$ cat src/rtl/axis_frame_pass_sequencer_if.sv
// axis_frame_pass_sequencer_if: AXI4-Stream bundle with master/slave views
interface axis_frame_pass_sequencer_if #(parameter int DATA_W = 32);
  logic [DATA_W-1:0] TDATA;
  logic              TVALID;
  logic              TREADY;
  logic              TLAST;
  logic              TUSER;
  modport master(output TDATA, TVALID, TLAST, TUSER, input TREADY);
  modport slave(input TDATA, TVALID, TLAST, output TREADY);
endinterface

$ cat src/rtl/axis_frame_pass_sequencer.sv
// axis_frame_pass_sequencer: frames pixels into SOF/TLAST-tagged passes through one register slice
module axis_frame_pass_sequencer #(
  parameter int DATA_W        = 32,
  parameter int IMG_W         = 512,
  parameter int IMG_H         = 512,
  parameter int NUM_PASSES    = 2,
  parameter int LAST_PER_LINE = 0
) (
  input  logic                         ACLK,
  input  logic                         ARESETn,
  input  logic                         enable,
  input  logic                         clear_err,
  axis_frame_pass_sequencer_if.slave   s_axis,
  axis_frame_pass_sequencer_if.master  m_axis,
  output logic [(NUM_PASSES > 1 ? $clog2(NUM_PASSES) : 1)-1:0] pass_idx,
  output logic                         pass_done,
  output logic                         seq_done,
  output logic                         err_early_last
);
  localparam int XW = IMG_W > 1 ? $clog2(IMG_W) : 1;
  localparam int YW = IMG_H > 1 ? $clog2(IMG_H) : 1;
  localparam int PW = NUM_PASSES > 1 ? $clog2(NUM_PASSES) : 1;
  typedef enum logic [1:0] {IDLE, STREAM, DRAIN} state_t;
  state_t            r_state, w_next;
  logic [XW-1:0]     r_x;
  logic [YW-1:0]     r_y;
  logic [PW-1:0]     r_in_pass, r_pass_idx;
  logic [DATA_W-1:0] r_data;
  logic              r_valid, r_last, r_user, r_eof, r_eos, r_err;
  logic              w_s_ready, w_s_hs, w_m_hs, w_x_last, w_y_last, w_frame_last, w_early, w_in_pass_last;
  assign w_x_last       = r_x == XW'(IMG_W - 1);
  assign w_y_last       = r_y == YW'(IMG_H - 1);
  assign w_frame_last   = w_x_last && w_y_last;
  assign w_in_pass_last = r_in_pass == PW'(NUM_PASSES - 1);
  assign w_s_hs         = s_axis.TVALID && w_s_ready;
  assign w_m_hs         = r_valid && m_axis.TREADY;
  assign w_early        = w_s_hs && s_axis.TLAST && !w_frame_last;
  // FSM state register
  always_ff @(posedge ACLK) begin
    if (!ARESETn) r_state <= IDLE;
    else r_state <= w_next;
  end
  // Next state and input ready; an early upstream TLAST aborts the pass into DRAIN
  always_comb begin
    w_next    = r_state;
    w_s_ready = 1'b0;
    case (r_state)
      IDLE:   w_next = enable ? STREAM : IDLE;
      STREAM: begin
        w_s_ready = !r_valid || m_axis.TREADY;
        w_next    = w_s_hs && (w_frame_last || s_axis.TLAST) ? DRAIN : STREAM;
      end
      DRAIN:  w_next = !r_valid || m_axis.TREADY ? IDLE : DRAIN;
      default: w_next = IDLE;
    endcase
  end
  // Input-side pixel, line and pass counters
  always_ff @(posedge ACLK) begin
    if (!ARESETn) begin
      r_x       <= '0;
      r_y       <= '0;
      r_in_pass <= '0;
    end else if (w_s_hs) begin
      r_x <= w_x_last || w_early ? '0 : r_x + 1'b1;
      r_y <= w_early || w_frame_last ? '0 : w_x_last ? r_y + 1'b1 : r_y;
      if (w_frame_last) r_in_pass <= w_in_pass_last ? '0 : r_in_pass + 1'b1;
    end
  end
  // Output register slice; eof/eos travel with the beat so pass bookkeeping happens on the M handshake
  always_ff @(posedge ACLK) begin
    if (!ARESETn) begin
      r_valid <= 1'b0;
      r_data  <= '0;
      r_last  <= 1'b0;
      r_user  <= 1'b0;
      r_eof   <= 1'b0;
      r_eos   <= 1'b0;
    end else if (w_s_hs) begin
      r_valid <= 1'b1;
      r_data  <= s_axis.TDATA;
      r_user  <= r_x == '0 && r_y == '0;
      r_last  <= (w_x_last && ((LAST_PER_LINE != 0) || w_y_last)) || s_axis.TLAST;
      r_eof   <= w_frame_last;
      r_eos   <= w_frame_last && w_in_pass_last;
    end else if (m_axis.TREADY) r_valid <= 1'b0;
  end
  // Output-side pass index, advanced only by completed frames
  always_ff @(posedge ACLK) begin
    if (!ARESETn) r_pass_idx <= '0;
    else if (w_m_hs && r_eof) r_pass_idx <= r_pass_idx == PW'(NUM_PASSES - 1) ? '0 : r_pass_idx + 1'b1;
  end
  // Sticky early-TLAST flag; a new event beats a simultaneous clear
  always_ff @(posedge ACLK) begin
    if (!ARESETn) r_err <= 1'b0;
    else if (w_early) r_err <= 1'b1;
    else if (clear_err) r_err <= 1'b0;
  end
  assign s_axis.TREADY  = w_s_ready;
  assign m_axis.TVALID  = r_valid;
  assign m_axis.TDATA   = r_data;
  assign m_axis.TLAST   = r_last;
  assign m_axis.TUSER   = r_user;
  assign pass_idx       = r_pass_idx;
  assign pass_done      = w_m_hs && r_eof;
  assign seq_done       = w_m_hs && r_eos;
  assign err_early_last = r_err;
endmodule

$ cat src/flat_wrapper.sv
// flat-port wrapper written by rule: the top's interface ports become plain ports
module axis_frame_pass_sequencer_flat 
#(
  parameter int DATA_W        = 32,
  parameter int IMG_W         = 512,
  parameter int IMG_H         = 512,
  parameter int NUM_PASSES    = 2,
  parameter int LAST_PER_LINE = 0
)
  (ACLK, ARESETn, enable, clear_err, pass_idx, pass_done, seq_done, err_early_last, s_axis_TDATA, s_axis_TVALID, s_axis_TLAST, s_axis_TREADY, m_axis_TDATA, m_axis_TVALID, m_axis_TLAST, m_axis_TUSER, m_axis_TREADY);
  axis_frame_pass_sequencer_if #(.DATA_W(DATA_W)) s_axis_i ();
  axis_frame_pass_sequencer_if #(.DATA_W(DATA_W)) m_axis_i ();
  input  logic ACLK;
  input  logic ARESETn;
  input  logic enable;
  input  logic clear_err;
  output logic [(NUM_PASSES > 1 ? $clog2(NUM_PASSES) : 1)-1:0] pass_idx;
  output logic pass_done;
  output logic seq_done;
  output logic err_early_last;
  input wire logic [$bits(s_axis_i.TDATA)-1:0] s_axis_TDATA;
  input wire logic [$bits(s_axis_i.TVALID)-1:0] s_axis_TVALID;
  input wire logic [$bits(s_axis_i.TLAST)-1:0] s_axis_TLAST;
  output wire logic [$bits(s_axis_i.TREADY)-1:0] s_axis_TREADY;
  output wire logic [$bits(m_axis_i.TDATA)-1:0] m_axis_TDATA;
  output wire logic [$bits(m_axis_i.TVALID)-1:0] m_axis_TVALID;
  output wire logic [$bits(m_axis_i.TLAST)-1:0] m_axis_TLAST;
  output wire logic [$bits(m_axis_i.TUSER)-1:0] m_axis_TUSER;
  input wire logic [$bits(m_axis_i.TREADY)-1:0] m_axis_TREADY;
  assign s_axis_i.TDATA = s_axis_TDATA;
  assign s_axis_i.TVALID = s_axis_TVALID;
  assign s_axis_i.TLAST = s_axis_TLAST;
  assign s_axis_TREADY = s_axis_i.TREADY;
  assign m_axis_TDATA = m_axis_i.TDATA;
  assign m_axis_TVALID = m_axis_i.TVALID;
  assign m_axis_TLAST = m_axis_i.TLAST;
  assign m_axis_TUSER = m_axis_i.TUSER;
  assign m_axis_i.TREADY = m_axis_TREADY;
  axis_frame_pass_sequencer #(.DATA_W(DATA_W), .IMG_W(IMG_W), .IMG_H(IMG_H), .NUM_PASSES(NUM_PASSES), .LAST_PER_LINE(LAST_PER_LINE)) u_core (.ACLK(ACLK), .ARESETn(ARESETn), .enable(enable), .clear_err(clear_err), .s_axis(s_axis_i), .m_axis(m_axis_i), .pass_idx(pass_idx), .pass_done(pass_done), .seq_done(seq_done), .err_early_last(err_early_last));
endmodule
$ cat config.mk
export PLATFORM = sky130hd
export DESIGN_NAME = axis_frame_pass_sequencer_flat
export DESIGN_NICKNAME = d
export VERILOG_FILES = /design/src/rtl/axis_frame_pass_sequencer_if.sv /design/src/rtl/axis_frame_pass_sequencer.sv /design/src/flat_wrapper.sv
export SDC_FILE = /design/constraint.sdc
export NUM_CORES = 1
export LEC_CHECK = 0
export ABC_AREA = 1
export BUFFER_PORTS_ARGS = -buffer_cell sky130_fd_sc_hd__buf_2
export CORE_ASPECT_RATIO = 1.1
export CORE_MARGIN = 5
export CORE_UTILIZATION = 30
export CTS_BUF_LIST = sky130_fd_sc_hd__clkbuf_8 sky130_fd_sc_hd__clkbuf_16
export CTS_CLUSTER_DIAMETER = 200
export DETAILED_ROUTE_END_ITERATION = 8
export GPL_ROUTABILITY_DRIVEN = 0
export SLEW_MARGIN = 20
export SYNTH_ARGS = -nofsm -noshare
export SYNTH_HDL_FRONTEND = slang
export SYNTH_SLANG_ARGS = --single-unit
$ cat constraint.sdc
create_clock -name ACLK -period 1.7 [get_ports ACLK]
set_input_delay 0.17 -clock ACLK [delete_from_list [all_inputs] [get_ports ACLK]]
set_output_delay 0.17 -clock ACLK [all_outputs]
set_load 0.01 [all_outputs]
; ---- Word level (Yosys, flattened, before mapping)
; Cells that the tools add are included.
[classes]
addsub = 4
n_eq_ne = 4
mux = 14
reduce_logical = 24
[ops]
columns = operator, count
row1 = 9-bit 2-to-1 mux, 3
row2 = "9-bit by 1-bit adder with 9-bit output, second input constant", 2
row3 = "9-bit equality test, second input constant", 2
row4 = 9-bit zero test, 2
row5 = 1-bit logical AND, 10
row6 = 1-bit 2-to-1 mux, 8
row7 = 2-bit case mux with 3 select lines, 1
row8 = 2-bit nonzero test, 3
row9 = 1-bit logical OR, 4
row10 = 2-bit 2-to-1 mux, 2
row11 = 2-bit AND reduction, 2
row12 = "1-bit adder, second input constant", 2
row13 = "2-bit by 1-bit equality test with 1-bit output, second input constant", 1
row14 = "2-bit equality test, second input constant", 1
row15 = 1-bit zero test, 2
row16 = 2-bit zero test, 1
[word_totals]
ff_bits = 60
input_bits = 39
output_inout_bits = 40
wordCells = 58

; ---- Logic depth before layout (Yosys ltp)
; Gate-level depths: netlist (run 1).
[logic_depth]
ltp_word = 9
ltp_mapped = 11
ltp_nobuf = 11

; ---- Worst setup path after synthesis (run 1)
; No wires, ideal clock.
[synth_timing]
kind = flip-flop to flip-flop
startpoint = register u_core.r_y[0]
endpoint = register u_core.r_in_pass
setup_time_ns = 0.070
arrival_time_ns = 1.594
required_ns = 1.630
setup_slack_ns = 0.036
path_stages_with_launch = 11
synth_period_minus_slack_ns = 1.664
cell_sequence = dfxtp_1 -> ha_1 -> nand2_1 -> nor2_1 -> nand3_1 -> nor2_1 -> ha_1 -> nand2_1 -> nor2_2 -> o21ai_0 -> a21oi_1
[synth_via]
elab_chain_cells = 3
[synth_lines]
columns = element, line_no
row1 = "start, declared", axis_frame_pass_sequencer.sv:26  ; logic [YW-1:0] r_y;
row2 = "start signal, assigned", axis_frame_pass_sequencer.sv:65  ; r_y <= w_early || w_frame_last ? '0 : w_x_last ? r_y + 1'b1 : r_y;
row3 = 9-bit equality test, axis_frame_pass_sequencer.sv:32  ; assign w_y_last = r_y == YW'(IMG_H - 1);
row4 = 1-bit logical AND, axis_frame_pass_sequencer.sv:33  ; assign w_frame_last = w_x_last && w_y_last;
row5 = 2-bit AND reduction (no source line), n/a
row6 = "end signal, assigned", axis_frame_pass_sequencer.sv:66  ; if (w_frame_last) r_in_pass <= w_in_pass_last ? '0 : r_in_pass + 1'b1;
row7 = "end, declared", axis_frame_pass_sequencer.sv:27  ; logic [PW-1:0] r_in_pass, r_pass_idx;
; No other way between the ends.
; A chain may end at the register's enable or synchronous reset.

; ---- Worst setup path in the final report (run 1)
[layout_timing]
startpoint = register u_core.r_x[1]
endpoint = register u_core.r_y[6]
[layout_via]
elab_chain_cells = 7
elab_cells_between_ends = 8
[layout_lines]
columns = element, line_no
row1 = "start, declared", axis_frame_pass_sequencer.sv:25  ; logic [XW-1:0] r_x;
row2 = "start signal, assigned", axis_frame_pass_sequencer.sv:64  ; r_x <= w_x_last || w_early ? '0 : r_x + 1'b1;
row3 = 9-bit equality test (*), axis_frame_pass_sequencer.sv:31  ; assign w_x_last = r_x == XW'(IMG_W - 1);
row4 = 1-bit logical AND, axis_frame_pass_sequencer.sv:33
row5 = 1-bit zero test, axis_frame_pass_sequencer.sv:37  ; assign w_early = w_s_hs && s_axis.TLAST && !w_frame_last;
row6 = 1-bit logical AND, axis_frame_pass_sequencer.sv:37
row7 = 1-bit logical OR, axis_frame_pass_sequencer.sv:65
row8 = 2-bit nonzero test (no source line), n/a
row9 = 2-bit AND reduction (no source line), n/a
; Mark *: on every way between the ends. The rest lies on a longest branch, timed or not.

==> results of run 1 <==
[cells by family (layout without fill, tap and decap cells)]
family,after synthesis,count (layout),synth area share [%]
and+or+nand+nor,183,183,29.8
DFF,60,60,46.9
AOI/OAI and AO/OA,58,58,11.8
buffers and inverters,44,146,7.91
adders and majority gates,6,6,2.93
xor gates and xnor gates,2,2,0.684
[worst max-delay path: stages, from the launching register on]
cell     delay, ns
dfxtp_2       0.35
ha_4          0.15
nand2_4       0.06
nor4_4        0.22
ha_2          0.26
inv_2         0.05
a21oi_4       0.20
buf_6         0.16
nand2_2       0.05
nand2_1       0.05
nor2_1        0.04
[state kept, by name (all words and copies together), names as in the netlist]
register,count
u_core.m_axis.TDATA,32
u_core.r_x,9
u_core.r_y,9
u_core.r_state,2
u_core.err_early_last,1
u_core.m_axis.TLAST,1
u_core.m_axis.TUSER,1
u_core.m_axis.TVALID,1
u_core.pass_idx,1
u_core.r_eof,1
u_core.r_eos,1
u_core.r_in_pass,1
[synth_stat cells, types with 4 or more instances]
library cell,number
nor2_2,4
dfxtp_1,60
ha_1,6
nor3_1,4
inv_1,28
buf_2,9
o21ai_0,8
nand2_1,121
nand3_1,18
a21oi_1,46
nor2_1,24
[per-stage QoR]
stage	total power [mW]	hold slack [ns]	TNS, ns	cell area (µm²)
2_1_floorplan	1.68	0.313	0	2560
4_1_cts	3.31	0.0594	0	3400
3_5_place_dp	1.81	0.426	-0.0761	3160
6_report	3.28	0.0764	0	3510
5_1_grt	3.44	0.0649	-1.47	3510
3_3_place_gp	1.81	0.419	0	3160
[where the power goes]
part,switching [mW],internal (mW)
registers,0.0259,1.45
clock network,0.545,0.941
logic,0.181,0.133
[routing by layer]
layer / global-route usage (%) / vias to the layer above / routed length [µm]
met2: 21.1 / 67 / 3170
met5: 0 / - / 0
met1: 14.2 / 1124 / 2790
met3: 4.03 / 13 / 367
li1: - / 1317 / -
met4: 4.45 / 0 / 103
[path summary, 6_finish.rpt]
check / startpoint / to / slack, ns / cells after the start
worst max-delay path: u_core.r_x[1]$_SDFFE_PN0P_ / u_core.r_y[6]$_SDFFE_PN0P_ / 0.004 / 10
worst min-delay path: s_axis_TDATA[25] / u_core.m_axis.TDATA[25]$_SDFFE_PN0P_ / 0.08 / 3
worst max register to register: u_core.r_x[1]$_SDFFE_PN0P_ / u_core.r_y[6]$_SDFFE_PN0P_ / 0.004 / 10
worst min register to register: u_core.r_in_pass$_SDFFE_PN0P_ / u_core.r_in_pass$_SDFFE_PN0P_ / 0.46 / 1
[area by class of cell]
type | count | area, µm²
clock buffer | 12 | 165
clock inverter | 4 | 71.3
fill | 881 | 4850
inverter | 29 | 109
multi-input combinational | 249 | 1250
sequential | 60 | 1210
tap | 111 | 139
timing repair buffer | 101 | 574
[what timing repair did]
item	in CTS	in global routing
buffers inserted	0	1
resized for setup	1	31
pin swaps	0	15
endpoints found under the setup margin	8	18
==> impl_metrics.py, run 1 <==
metrics = {
    "status": {
        "outcome": "finished, final reports clean",
    },
    "global_routing": {
        "grt_overflow_total": 0,
        "grt_max_degree": 30,
        "grtUsageTotal_pct": 12.3,
        "grt_pass1_vias": 2388,
        "antenna_found_initial": 0,
        "grt_pass1_wl_mm": 10.5,
    },
    "synth": {
        "ys.flop_type": "dfxtp_1",
        "synth_seq_cells": 60,
        "syn_inst": 353,
        "syn_area_um2": 2560,
        "ys_seq_area_share_pct": 46.9,
        "yosys_warnings": 0,
        "synth.distinct_cells": 25,
        "ys_async_sr_fraction_pct": 0,
        "synth_edf_count": 0,
        "yosysTopAreaCell": "dfxtp_1",
        "syn_nets": 398,
        "synthTopCellsByArea": "dfxtp_1, nand2_1, a21oi_1",
        "avgSynthCellArea_um2": 7.26,
        "netlist.area_leader.share_pct": 46.9,
    },
    "route": {
        "detail-route-antenna-nets": 0,
        "dr_total_vias": 2521,
        "dr.pass1.iters": 4,
        "via_per_inst": 4.45,
        "drc": 0,
        "drt_iter0_drc": 151,
        "detail_route.wl_per_cell_um": 11.4,
        "drt-total-wl_mm": 6.43,
    },
    "placement": {
        "pre_cts_ws_ns": -0.0182,
        "dp_hpwl_mm": 4.66,
        "dp_cells": 549,
        "numPortBuffers": 78,
    },
    "clock_network": {
        "clkTransAtPathRegs_ns": 0.07,
        "cts_tree": "done",
        "cts.path.max_buffers": 2,
        "h-tree-depth": 3,
        "cts-root-buf": "clkbuf_8",
        "holdBufCountCts": 0,
        "clock_sinks": 60,
        "cts_buffers": 9,
        "insertion_delay_ns": 0.33,
    },
    "sta": {
        "max-slew-margin-rel_pct": 76.8,
        "tightestPinTransition_ns": 0.347,
        "fin_crit_sh_pct": 99.8,
        "hold_viol": 0,
        "slew_violations": 0,
        "fmax_ghz": 0.590,
        "min_period_ns": 1.70,
        "finalClockSkew_ns": 0.00715,
        "setup_viol": 0,
        "grt_setup_unrepaired": "true",
        "worst_slack_ns": 0.00367,
    },
    "die": {
        "io_pins": 79,
        "die_h_um": 107,
        "rows": 35,
        "die-area_um2": 10500,
        "core_area_um2": 8360,
        "initial_core_util_pct": 30.6,
        "die_w_um": 98.1,
    },
    "setup_path": {
        "cp-start-kind": "register",
        "required_ns": 1.92,
        "critPathCaptureType": "register",
        "cp_max_fo": 5,
        "path_class": "reg -> reg",
        "cp.arrival_ns": 1.92,
    },
    "power_and_ir_drop": {
        "power.density_nw_per_um2": 933,
        "max-vdd-ir-drop_mv": 0.548,
        "power.leakage_nw": 1.65,
    },
    "final_layout": {
        "final_common_cell": "nand2_1",
        "antenna_cells": 0,
        "final_core_util_pct": 42.0,
        "final_cell_count_no_fill": 566,
        "fin_nets": 495,
        "areaGrowthSynthToFinish_pct": 37.2,
        "drive_above_1_share_pct": 33.2,
        "layout_common_cells": "nand2_1, buf_2, dfxtp_1",
    },
    "min_path": {
        "hold_class": "in -> reg",
    },
    "job": {
        "drv_cap": 0,
    },
}
No activity file was read; power rests on OpenSTA's default activity.
==> run 2: changes to the inputs <==
==> constraint.sdc (replaced) <==
create_clock -name ACLK -period 2.1 [get_ports ACLK]
set_input_delay 0.21 -clock ACLK [delete_from_list [all_inputs] [get_ports ACLK]]
set_output_delay 0.21 -clock ACLK [all_outputs]
set_load 0.05 [all_outputs]
==> run 2 against run 1 <==
Die area is the same. Critical path depth is the same. Wire length shrank 3.5%. First-iteration DRC count grew 25%. Largest cell class is now flip-flops and latches. Largest power group is now registers. Highest routed layer unchanged.
==> impl_metrics.py, run 2 (same netlist as run 1, synthesis figures left out) <==
metrics = {
    "sta": {
        "finalClockSkew_ns": 0.0103,
        "slew_violations": 0,
        "setup_viol": 0,
        "worst_slack_ns": 0.167,
        "fmax_ghz": 0.517,
        "min_period_ns": 1.93,
        "hold_viol": 0,
        "tightestPinTransition_ns": 0.334,
        "fin_crit_sh_pct": 92.0,
        "max-slew-margin-rel_pct": 77.5,
        "grt_setup_unrepaired": "false",
        "setup_tns_ns": 0,
    },
    "global_routing": {
        "grt_pass1_wl_mm": 11.2,
        "grt_max_degree": 31,
        "grt_overflow_total": 0,
        "antenna_found_initial": 0,
        "grt_pass1_vias": 2529,
        "grtUsageTotal_pct": 13.0,
    },
    "setup_path": {
        "slowest_delay_ns": 0.38,
        "cp.arrival_ns": 2.15,
        "cp-start-kind": "register",
        "setup.worst_path.end": "u_core.r_y[6]$_SDFFE_PN0P_",
        "critPathCaptureType": "register",
        "r2r_end": "u_core.r_y[6]$_SDFFE_PN0P_",
        "critical_path.most_common_cell": "nand2_1",
        "ff2ff_path_depth": 10,
        "required_ns": 2.32,
        "reg2reg_from": "u_core.r_x[0]$_SDFFE_PN0P_",
        "ff2ff_setup_slack_ns": 0.17,
        "cpMaxStageDelayCell": "dfxtp_1",
        "path_class": "reg -> reg",
        "cp_max_fo": 8,
        "cp-startpoint": "u_core.r_x[0]$_SDFFE_PN0P_",
        "path_cells": "ha_1 > nand2_1 > nor4_1 > ha_2 > inv_1 > a21oi_4 > buf_4 > nand2_1 > nand2_1 > nor2_1",
    },
    "final_layout": {
        "fin_nets": 484,
        "largest_reg_flops": 32,
        "areaGrowthSynthToFinish_pct": 27.5,
        "final_cell_count_no_fill": 554,
        "final_common_cell": "nand2_1",
        "antenna_cells": 0,
        "layout_common_cells": "nand2_1, buf_2, dfxtp_1",
        "design_area_um2": 3270,
        "drive_above_1_share_pct": 26.4,
        "nFillCells": 873,
    },
    "clock_network": {
        "h-tree-depth": 3,
        "cts-root-buf": "clkbuf_8",
        "cts_buffers": 9,
        "clkTransAtPathRegs_ns": 0.07,
        "clock_sinks": 60,
        "cts_tree": "done",
        "cts.path.max_buffers": 2,
        "insertion_delay_ns": 0.33,
    },
    "power_and_ir_drop": {
        "power_frac_clock_pct": 36.5,
        "max-vdd-ir-drop_mv": 0.371,
        "switching_power_uw": 662,
        "internal_power_mw": 1.75,
        "p_sw_share_pct": 27.4,
        "power.leakage_nw": 1.53,
        "pwr-share-seq_pct": 49.6,
        "power.density_nw_per_um2": 739,
        "comb_power_share_pct": 13.9,
    },
    "placement": {
        "dp_hpwl_mm": 4.68,
        "numPortBuffers": 78,
        "placed_area_um2": 3050,
        "pre_cts_ws_ns": 0.165,
        "dp_cells": 534,
    },
    "die": {
        "die-area_um2": 10500,
        "rows": 35,
        "die_w_um": 98.1,
        "io_pins": 79,
        "core_area_um2": 8360,
        "die_h_um": 107,
        "initial_core_util_pct": 30.6,
    },
    "route": {
        "dr_total_vias": 2455,
        "detail_route.wl_per_cell_um": 11.2,
        "drc": 0,
        "detail-route-antenna-nets": 0,
        "dr.pass1.iters": 4,
        "drt_iter0_drc": 188,
        "drt-total-wl_mm": 6.20,
        "via_per_inst": 4.43,
    },
    "status": {
        "outcome": "finished, final reports clean",
    },
    "job": {
        "drv_cap": 0,
    },
    "min_path": {
        "hold_class": "in -> reg",
    },
}
## run 2: worst min path at each step
stage	cells past startpoint	end	slack, ns	from
finish	3	u_core.m_axis.TDATA[25]$_SDFFE_PN0P_	0.13	s_axis_TDATA[25]
global route	3	u_core.m_axis.TDATA[20]$_SDFFE_PN0P_	0.12	s_axis_TDATA[20]
CTS	3	u_core.m_axis.TDATA[21]$_SDFFE_PN0P_	0.11	s_axis_TDATA[21]
detailed placement	2	u_core.m_axis.TDATA[21]$_SDFFE_PN0P_	0.45	u_core.m_axis.TDATA[21]$_SDFFE_PN0P_
global placement	1	u_core.r_in_pass$_SDFFE_PN0P_	0.43	u_core.r_in_pass$_SDFFE_PN0P_
floorplan	2	u_core.m_axis.TDATA[16]$_SDFFE_PN0P_	0.35	s_axis_TDATA[16]
## run 2: timing repair
| action | 4_1_cts | 5_1_grt |
|---|---|---|
| setup endpoints to repair | 0 | 12 |
| hold buffers | 0 | 0 |
| gates resized for setup | 0 | 3 |
| setup buffers | 0 | 5 |
## run 2: stage by stage
step / power, mW / utilization [%] / hold slack, ns
3_3_place_gp: 1.55 / 36.5 / 0.435
2_1_floorplan: 1.46 / - / 0.353
5_1_grt: 2.54 / 39.0 / 0.118
6_report: 2.41 / 39.0 / 0.127
3_5_place_dp: 1.56 / 36.5 / 0.453
4_1_cts: 2.45 / 38.5 / 0.107
## run 2: cell type report
type	count	area (µm²)	share of cell area, %
inverters	29	109	3.33
well taps	111	139	4.25
clock buffers	11	151	4.64
clock inverters	4	17.5	0.536
repair buffers	90	480	14.7
multi-input cells	249	1170	35.7
flip-flops and latches	60	1200	36.8
## run 2: power groups by stage
stage               clock network, mW  registers (mW)  logic, mW
CTS                             0.918            1.20      0.335
global placement                    0            1.22      0.332
global route                    0.973            1.20      0.370
finish                          0.879            1.20      0.335
floorplan                           0            1.32      0.133
detailed placement                  0            1.22      0.334
## run 2: critical path, delay by kind of cell (launching register included)
kind	cells	cell delay (ns)
compound gates	1	0.25
fa+ha+maj	2	0.46
flops	1	0.38
buf+inv	2	0.23
simple gates	5	0.49
## run 2: layer usage
layer / vias to the layer above / wire [µm] / track usage [%]
met5: - / 0 / 0
met4: 0 / 90 / 4.75
met3: 8 / 336 / 4.16
met2: 50 / 3070 / 23.2
met1: 1107 / 2700 / 14.4
li1: 1290 / - / -
